==> config.mk <==
export PLATFORM = sky130hd
export DESIGN_NAME = fifo_wr_arbiter
export DESIGN_NICKNAME = d
export VERILOG_FILES = /design/src/rtl/fifo_wr_arbiter_pkg.sv /design/src/rtl/fifo_wr_arbiter_rr_pick.sv /design/src/rtl/fifo_wr_arbiter.sv
export SDC_FILE = /design/constraint.sdc
export NUM_CORES = 1
export LEC_CHECK = 0
export ABC_AREA = 1
export BUFFER_PORTS_ARGS = -buffer_cell sky130_fd_sc_hd__buf_2
export CAP_MARGIN = 40
export CORE_MARGIN = 2
export CORE_UTILIZATION = 45
export DETAILED_ROUTE_END_ITERATION = 8
export MAX_ROUTING_LAYER = met4
export PLACE_DENSITY_LB_ADDON = 0.12
export SKIP_CTS_REPAIR_TIMING = 1
export SLEW_MARGIN = 20
export SYNTH_ARGS = -nofsm -noshare
export SYNTH_HDL_FRONTEND = slang
export SYNTH_SLANG_ARGS = --single-unit
==> constraint.sdc <==
create_clock -name w_clk -period 3.3 [get_ports w_clk]
set_input_delay 0.165 -clock w_clk [delete_from_list [all_inputs] [get_ports w_clk]]
set_output_delay 0.165 -clock w_clk [all_outputs]
set_load 0.02 [all_outputs]
==> src/rtl/fifo_wr_arbiter_pkg.sv <==
// ---------------------------------------------------------------------------
// fifo_arb_pkg
//   Shared types and constants for the FIFO write-port arbiter.
//   - arb_state_t : arbiter FSM states (IDLE, OWN)
//   - id_width()  : width of a requester index, never less than 1
//   - DEF_*       : default parameter values for the arbiter
// ---------------------------------------------------------------------------
package fifo_arb_pkg;

    typedef enum logic {
        IDLE = 1'b0,
        OWN  = 1'b1
    } arb_state_t;

    localparam int DEF_N_REQ      = 4;
    localparam int DEF_DATA_WIDTH = 8;
    localparam int DEF_MAX_BURST  = 4;

    function automatic int id_width(input int n);
        return (n > 1) ? $clog2(n) : 1;
    endfunction

endpackage : fifo_arb_pkg

==> src/rtl/fifo_wr_arbiter_rr_pick.sv <==
// ---------------------------------------------------------------------------
// rr_pick
//   Combinational rotating find-first. Scans req starting at rr_ptr and
//   walking upward, wrapping from N_REQ-1 back to 0; reports the first set
//   bit found.
//   Ports:
//     req    in  N_REQ  request vector
//     rr_ptr in  ID_W   index with highest priority this scan
//     valid  out 1      at least one request set
//     index  out ID_W   winning requester index (0 when !valid)
// ---------------------------------------------------------------------------
module rr_pick
    import fifo_arb_pkg::*;
#(
    parameter int N_REQ = DEF_N_REQ,
    parameter int ID_W  = id_width(DEF_N_REQ)
) (
    input  logic [N_REQ-1:0] req,
    input  logic [ID_W-1:0]  rr_ptr,
    output logic             valid,
    output logic [ID_W-1:0]  index
);

    always_comb begin
        int             pos;
        logic [ID_W-1:0] cand;
        valid = 1'b0;
        index = '0;
        pos   = 0;
        cand  = '0;
        for (int i = 0; i < N_REQ; i++) begin
            pos = int'(rr_ptr) + i;
            if (pos >= N_REQ) begin
                pos = pos - N_REQ;
            end
            cand = ID_W'(pos);
            if (!valid && req[cand]) begin
                valid = 1'b1;
                index = cand;
            end
        end
    end

endmodule : rr_pick

==> src/rtl/fifo_wr_arbiter.sv <==
// ---------------------------------------------------------------------------
// fifo_wr_arbiter
//   Round-robin arbiter sharing the single write port of the asynchronous
//   FIFO among N_REQ write-domain requesters. One owner at a time is granted
//   for up to MAX_BURST words; its data and push are forwarded to the FIFO
//   and it is stalled while the FIFO reports full.
//   Ports:
//     w_clk     in  1                 write-domain clock
//     w_rst_n   in  1                 asynchronous active-low reset
//     req       in  N_REQ             per-requester valid, held until acked
//     req_data  in  N_REQ*DATA_WIDTH  packed requester data
//     ack       out N_REQ             one-hot word-accepted strobe
//     grant_id  out $clog2(N_REQ)     current owner index
//     busy      out 1                 high while an owner holds the port
//     w_push    out 1                 FIFO write strobe (already full-gated)
//     w_data    out DATA_WIDTH        FIFO write data
//     w_full    in  1                 FIFO full flag
// ---------------------------------------------------------------------------
module fifo_wr_arbiter
    import fifo_arb_pkg::*;
#(
    parameter int N_REQ      = DEF_N_REQ,
    parameter int DATA_WIDTH = DEF_DATA_WIDTH,
    parameter int MAX_BURST  = DEF_MAX_BURST
) (
    input  logic                        w_clk,
    input  logic                        w_rst_n,
    input  logic [N_REQ-1:0]            req,
    input  logic [N_REQ*DATA_WIDTH-1:0] req_data,
    output logic [N_REQ-1:0]            ack,
    output logic [$clog2(N_REQ)-1:0]    grant_id,
    output logic                        busy,
    output logic                        w_push,
    output logic [DATA_WIDTH-1:0]       w_data,
    input  logic                        w_full
);

    localparam int ID_W  = id_width(N_REQ);
    localparam int CNT_W = $clog2(MAX_BURST + 1);
    localparam logic [CNT_W-1:0] LAST_CNT = CNT_W'(MAX_BURST - 1);

    arb_state_t      state;
    logic [ID_W-1:0] owner;
    logic [ID_W-1:0] rr_ptr;
    logic [CNT_W-1:0] burst_cnt;

    logic [DATA_WIDTH-1:0] data_arr [N_REQ];
    logic                  own;
    logic                  owner_req;
    logic                  push;
    logic                  rel;
    logic [ID_W-1:0]       next_ptr;
    logic [ID_W-1:0]       pick_ptr;
    logic                  pick_valid;
    logic [ID_W-1:0]       pick_idx;

    always_comb begin
        for (int i = 0; i < N_REQ; i++) begin
            data_arr[i] = req_data[i*DATA_WIDTH +: DATA_WIDTH];
        end
    end

    assign own       = (state == OWN);
    assign owner_req = req[owner];
    assign push      = own && owner_req && !w_full;
    // Release on the last word of a burst, or as soon as the owner withdraws.
    assign rel       = own && ((push && (burst_cnt == LAST_CNT)) || !owner_req);
    assign next_ptr  = (owner == ID_W'(N_REQ - 1)) ? '0 : owner + 1'b1;
    // In OWN the picker already looks from owner+1, so a handoff needs no
    // extra cycle and the current owner naturally ranks last.
    assign pick_ptr  = own ? next_ptr : rr_ptr;

    rr_pick #(
        .N_REQ (N_REQ),
        .ID_W  (ID_W)
    ) u_rr_pick (
        .req    (req),
        .rr_ptr (pick_ptr),
        .valid  (pick_valid),
        .index  (pick_idx)
    );

    always_comb begin
        ack        = '0;
        ack[owner] = push;
    end

    assign w_push   = push;
    assign w_data   = own ? data_arr[owner] : '0;
    assign grant_id = owner;
    assign busy     = own;

    always_ff @(posedge w_clk or negedge w_rst_n) begin
        if (!w_rst_n) begin
            state     <= IDLE;
            owner     <= '0;
            rr_ptr    <= '0;
            burst_cnt <= '0;
        end else begin
            case (state)
                IDLE: begin
                    if (pick_valid) begin
                        owner     <= pick_idx;
                        burst_cnt <= '0;
                        state     <= OWN;
                    end
                end
                OWN: begin
                    if (rel) begin
                        rr_ptr    <= next_ptr;
                        burst_cnt <= '0;
                        if (pick_valid) begin
                            owner <= pick_idx;
                        end else begin
                            state <= IDLE;
                        end
                    end else if (push) begin
                        burst_cnt <= burst_cnt + 1'b1;
                    end
                end
                default: begin
                    state <= IDLE;
                end
            endcase
        end
    end

endmodule : fifo_wr_arbiter
# --- Yosys cells after proc, flatten, opt, wreduce, memory -nomap -nowiden ---
# Index checks and enable logic that the tools add are counted.
totals:
  wordCells: 88
  out_inout_bits: 16
  reg_bits: 8
  input_bits: 39
op_classes:
  add_sub_neg: 9
  n_lt_le_gt_ge: 11
  eq_ne: 5
  n_mux: 40
  reduce_logical: 16
  bitwise_logic: 3
op_table:
  columns: ["operator", "count"]
  rows:
  - ["two-way mux 2 bit", 12]
  - ["two-way mux 8 bit", 3]
  - ["binary-select mux 8 bit (select 2 bit)", 1]
  - ["less-than comparator 2 x 3 -> 1 bit (second input constant)", 5]
  - ["greater-or-equal comparator 3 bit (second input constant)", 4]
  - ["two-way mux 1 bit", 12]
  - ["binary-select mux 1 bit (select 2 bit)", 5]
  - ["two-way mux 3 bit", 3]
  - ["logical AND 1 bit", 8]
  - ["subtractor 2 x 1 -> 2 bit (second input constant)", 4]
  - ["adder 2 x 2 -> 3 bit (second input constant)", 2]
  - ["one-hot mux 3 bit (2 select lines)", 1]
  - ["zero test 1 bit", 5]
  - ["AND 4 bit", 1]
  - ["one-hot mux 2 bit (2 select lines)", 1]
  - ["AND reduction 2 bit", 2]
  - ["adder 2 x 1 -> 3 bit (second input constant)", 1]
  - ["adder 3 x 1 -> 3 bit (second input constant)", 1]
  - ["== test 3 x 2 -> 1 bit (second input constant)", 1]
  - ["greater-or-equal comparator 2 x 3 -> 1 bit (second input constant)", 1]
  - ["inequality test 3 x 1 -> 1 bit (second input constant)", 1]
  - ["inverter 2 -> 3 bit", 1]
  - ["adder 2 x 1 -> 2 bit (second input constant)", 1]
  - ["demux 1 bit (select 2 bit)", 1]
  - ["other kinds (7)", 7]

# --- Longest topological paths before layout ---
depth:
  depth_word: 20
  ltp_mapped: 17
  mapped_depth_nobuf: 15

# --- By module ---
# A second synthesis with hierarchy kept.
unflattened:
  cells_unflattened: 203
  hier_area_um2: 1231.2
by_module_without_submodules:
  columns: ["module", "seq_area_each_um2", "area_per_inst_um2", "cells_each", "instances"]
  rows:
  - ["fifo_wr_arbiter", 200.2, 912.1, 144, 1]
  - ["rr_pick", 0.0, 319.1, 59, 1]

# --- Least setup slack after synthesis ---
# OpenSTA, ideal clock, no wires.
synth_path:
  path_kind: "flip-flop to flip-flop"
  start: "reg owner[0] (netlist: grant_id[0])"
  end: "reg owner[1] (netlist: grant_id[1])"
  stages_incl_launch_ff: 17
  setup_time_ps: 116
  t_required_ps: 3184
  synth_period_minus_slack_ps: 2232
  n_path_buf: 2
  setup_slack_ps: 1068
  arrival_ps: 2115
  cell_sequence: "dfrtp_1 > inv_1 > buf_2 > clkbuf_1 > ha_1 > inv_1 > nand2_1 > nand2_2 > nand2_2 > nand2_4 > nand2_1 > o21ai_2 > nand3_2 > nand2_2 > inv_2 > nand2_1 > nand2_1"
synth_between:
  elab_chain_cells: 20
  word_cells_on_any_way: 53
  cone_classes: "add/sub (8); order compare (4); eq/ne (2); mux (27); reduce/logical (12)"
synth_lines:
  columns: ["element", "line_no", "text"]
  rows:
  - ["start, declared", "fifo_wr_arbiter.sv:43", "logic [ID_W-1:0] owner;"]
  - ["start signal, assigned", "fifo_wr_arbiter.sv:103", "owner <= pick_idx;"]
  - ["start signal, assigned", "fifo_wr_arbiter.sv:113", "owner <= pick_idx;"]
  - ["adder 2 x 1 -> 2 bit or == test 2 bit (tied branches)", "fifo_wr_arbiter.sv:68", "assign next_ptr = (owner == ID_W'(N_REQ - 1)) ? '0 : owner + 1'b1;"]
  - ["two-way mux 2 bit (*)", "fifo_wr_arbiter.sv:68", null]
  - ["named net next_ptr[1]", "fifo_wr_arbiter.sv:52", "logic [ID_W-1:0] next_ptr;"]
  - ["two-way mux 2 bit (*)", "fifo_wr_arbiter.sv:71", "assign pick_ptr = own ? next_ptr : rr_ptr;"]
  - ["branches (longest 14 deep; another with adder 2 x 1 -> 3 bit)", null, null]
  - ["two-way mux 2 bit (*)", "fifo_wr_arbiter.sv:102, fifo_wr_arbiter.sv:112", null]
  - ["two-way mux 2 bit", "fifo_wr_arbiter.sv:109", "if (rel) begin"]
  - ["one-hot mux 2 bit (2 select lines) (*)", "fifo_wr_arbiter.sv:100", "case (state)"]
# Mark *: on every way through the listed nets, which the timed path passes. The select of a mux whose other input is x is not followed.
# A chain may end at the register's enable or synchronous reset.

# --- Worst setup path in the final report ---
layout_path:
  start: "reg owner[1] (netlist: grant_id[1])"
  end: "reg owner[1] (netlist: grant_id[1])"
# The elaborated chain is that of the path after synthesis.

==> impl_metrics.toml <==
[worst_setup_path]
end_kind = "flip-flop"
cp_cell_sequence = "inv_2 -> ha_1 -> inv_1 -> nand2_1 -> nand2_2 -> nand2_2 -> nand2_4 -> nand2_2 -> nand2_2 -> nor2_4 -> nand3_2 -> nand2_2 -> inv_2 -> nand2_1 -> nand2_1"
slowest_stage = "dfrtp_1"
crit_required_ns = 3.45
worstPathMaxFanout = 13
arrival_ns = 2.34
path_buf_inv = 3
path_delay_family = "simple AND/OR/NAND/NOR gates"
reg2regPathDepth = 15
path_common_cell = "nand2_2"
crit_cells = 15
max_stage_delay_ns = 0.61
crit_type = "flip-flop to flip-flop"
start_kind = "flip-flop"

[synthesis]
synthTopCellsByArea = "nand2_1 (20%), dfrtp_1 (17%), nor2_1 (13%)"
synth_area_mm2 = 0.00116
synth_edf_count = 0
synthAdderAreaFrac_pct = 6.49
ys.flop_type = "dfrtp_1"
ys.warnings.count = 0
synth-simple-area-share_pct = 51.3
syn-num-nets = 252
yosysMostFrequentCell = "nand2_1"
avgSynthCellArea_um2 = 5.59
synth-xor-area-share_pct = 0
synth_top_area_share_pct = 20.1
syn_inst = 207
async_reset_ff_share_pct = 100
synth_compound_area_share_pct = 14.0
ys_ff_latch = 8
yosysTopAreaCell = "nand2_1"
netlist_top_cells_count = "nand2_1 (62), nor2_1 (40), inv_1 (19)"
synth_mux_area_share_pct = 0
seq_area_frac_synth_pct = 17.3
synth_cell_type_count = 23
synth_top_family_by_area = "simple AND/OR/NAND/NOR gates"

[sta]
fin_worst_skew_ns = 0.000896
hold_slack_ns = 0.271
setup_viol = 0
tns_ns = 0
fmax_ghz = 0.457
finalHoldViolCount = 0
min_period_over_period_pct = 66.3
worstMarginPinSlew_ns = 0.517
relSlewSlack_pct = 65.5
period_needed_ns = 2.19
maxSlewViolCount = 0
rsz0062_at_grt = "false"
setup_slack_ns = 1.11

[cts]
path_clk_slew_ns = 0.05
htreeDepth = 1
clk_latency_ns = 0.26
cts_made_buffers = 3
cts_tree = "done"
cts_num_sinks = 8
root_buffer = "clkbuf_4"
clockBufferDepth = 2

[placement]
routabilityCongestion = 0.874
dp_hpwl_um = 2390
dp_slack_ns = 1.13
io_buffers = 54

[drt]
first_pass_iters = 4
via_count = 1434
wire_per_inst_um = 10.5
drc = 0
viasPerCell = 4.96
drt_iter0_drc = 29
totalWireLength_um = 3040
postRouteAntennaNets = 0

[floorplanning]
die_h_um = 54.7
coreArea_mm2 = 0.00245
initial_utilization_pct = 47.1
io_pins = 55
die_x_um = 54.7
fp-row-count = 18
dieArea_mm2 = 0.00299

[layout]
fillers = 250
layout-drive-gt1-share_pct = 31.3
ff_latch_area_um2 = 200
finalNetCount = 306
n_antenna_cell = 0
synthToLayoutAreaGrowth_pct = 26.3
multi_input_area_um2 = 830

[global_routing]
grt_pass1_wl_um = 4480
grt-ovfl-total = 0
track_usage_pct = 21.3
antenna_found_initial = 0
grt_pass1_vias = 1072
grt_max_degree = 25

[pwr]
power.static_leakage_nw = 0.869
pwr_density_cell_mw_per_mm2 = 1000
ir_drop_mv = 0.613
p_total_mw = 1.47

[flow_run]
drv_cap = 0

[outcome]
status = "complete, no violations"

[worst_hold_path]
min_path_type = "input port to async pin"
[layer usage]
layer	GRT usage, %	vias up	part of all wire (%)
li1	-	757	-
met1	24.7	619	45
met2	38.5	53	46
met3	3.55	5	8.1
met4	3.75	0	0.49
met5	-	-	0
[worst reg2reg max path, stage by stage (launching register included)]
cell     delay [ns]
dfrtp_1        0.61
inv_2          0.21
ha_1           0.34
inv_1          0.05
nand2_1        0.06
nand2_2        0.09
nand2_2        0.09
nand2_4        0.06
nand2_2        0.07
nand2_2        0.06
nor2_4         0.11
nand3_2        0.09
nand2_2        0.09
inv_2          0.04
nand2_1        0.05
nand2_1        0.04
[sequential cells by signal, indices dropped and copies added, names as in the netlist]
name / count
burst_cnt: 3
rr_ptr: 2
busy: 1
grant_id: 2
[stage by stage]
stage          util, %  cell area, um2  instances
3_5_place_dp      58.2            1430        285
4_1_cts           59.1            1450        288
3_3_place_gp      58.2            1430        285
2_1_floorplan        -            1160        207
5_1_grt           59.5            1460        289
6_report          59.5            1460        289
[placed cells by master (no fill, tap or decap), types with 2 or more instances in the layout]
| cell | count |
|---|---|
| a21oi_1 | 9 |
| buf_2 | 54 |
| clkbuf_4 | 3 |
| dfrtp_1 | 8 |
| ha_1 | 6 |
| inv_1 | 19 |
| inv_2 | 3 |
| nand2_1 | 62 |
| nand2_2 | 12 |
| nand2_4 | 3 |
| nand3_1 | 11 |
| nor2_1 | 40 |
| o21ai_0 | 18 |
| o21ai_1 | 2 |
[power by group]
group / switching [mW] / internal [mW] / leakage, nW
Sequential: 0.0455 / 0.140 / 0.0982
Combinational: 0.794 / 0.409 / 0.757
Clock: 0.0347 / 0.0417 / 0.0138
Total: 0.874 / 0.591 / 0.869
[final timing paths]
path	start	endpoint	slack, ns
setup / recovery	grant_id[1]$_DFFE_PN0P_	grant_id[1]$_DFFE_PN0P_	1.11
hold / removal	w_rst_n	burst_cnt[1]$_DFFE_PN0P_	0.27
setup reg to reg	grant_id[1]$_DFFE_PN0P_	grant_id[1]$_DFFE_PN0P_	1.11
hold reg to reg	burst_cnt[2]$_DFFE_PN0P_	burst_cnt[2]$_DFFE_PN0P_	0.47
max in group asynchronous	w_rst_n	rr_ptr[1]$_DFFE_PN0P_	2.87
min in group w_clk	w_full	burst_cnt[0]$_DFFE_PN0P_	0.32
[logic make-up (layout without fill, tap and decap cells)]
family          after synthesis  in the layout
fa+ha+maj                     6              6
buf+inv                      29             81
simple gates                133            133
flops                         8              8
compound gates               31             31
[cell type report]
class | instances | area share, %
Tap cell | 30 | 2.57
Clock buffer | 3 | 1.54
Sequential cell | 8 | 13.7
Timing Repair Buffer | 56 | 19.7
Multi-Input combinational cell | 170 | 56.8
Inverter | 22 | 5.66
No activity file was read; power rests on OpenSTA's default activity.
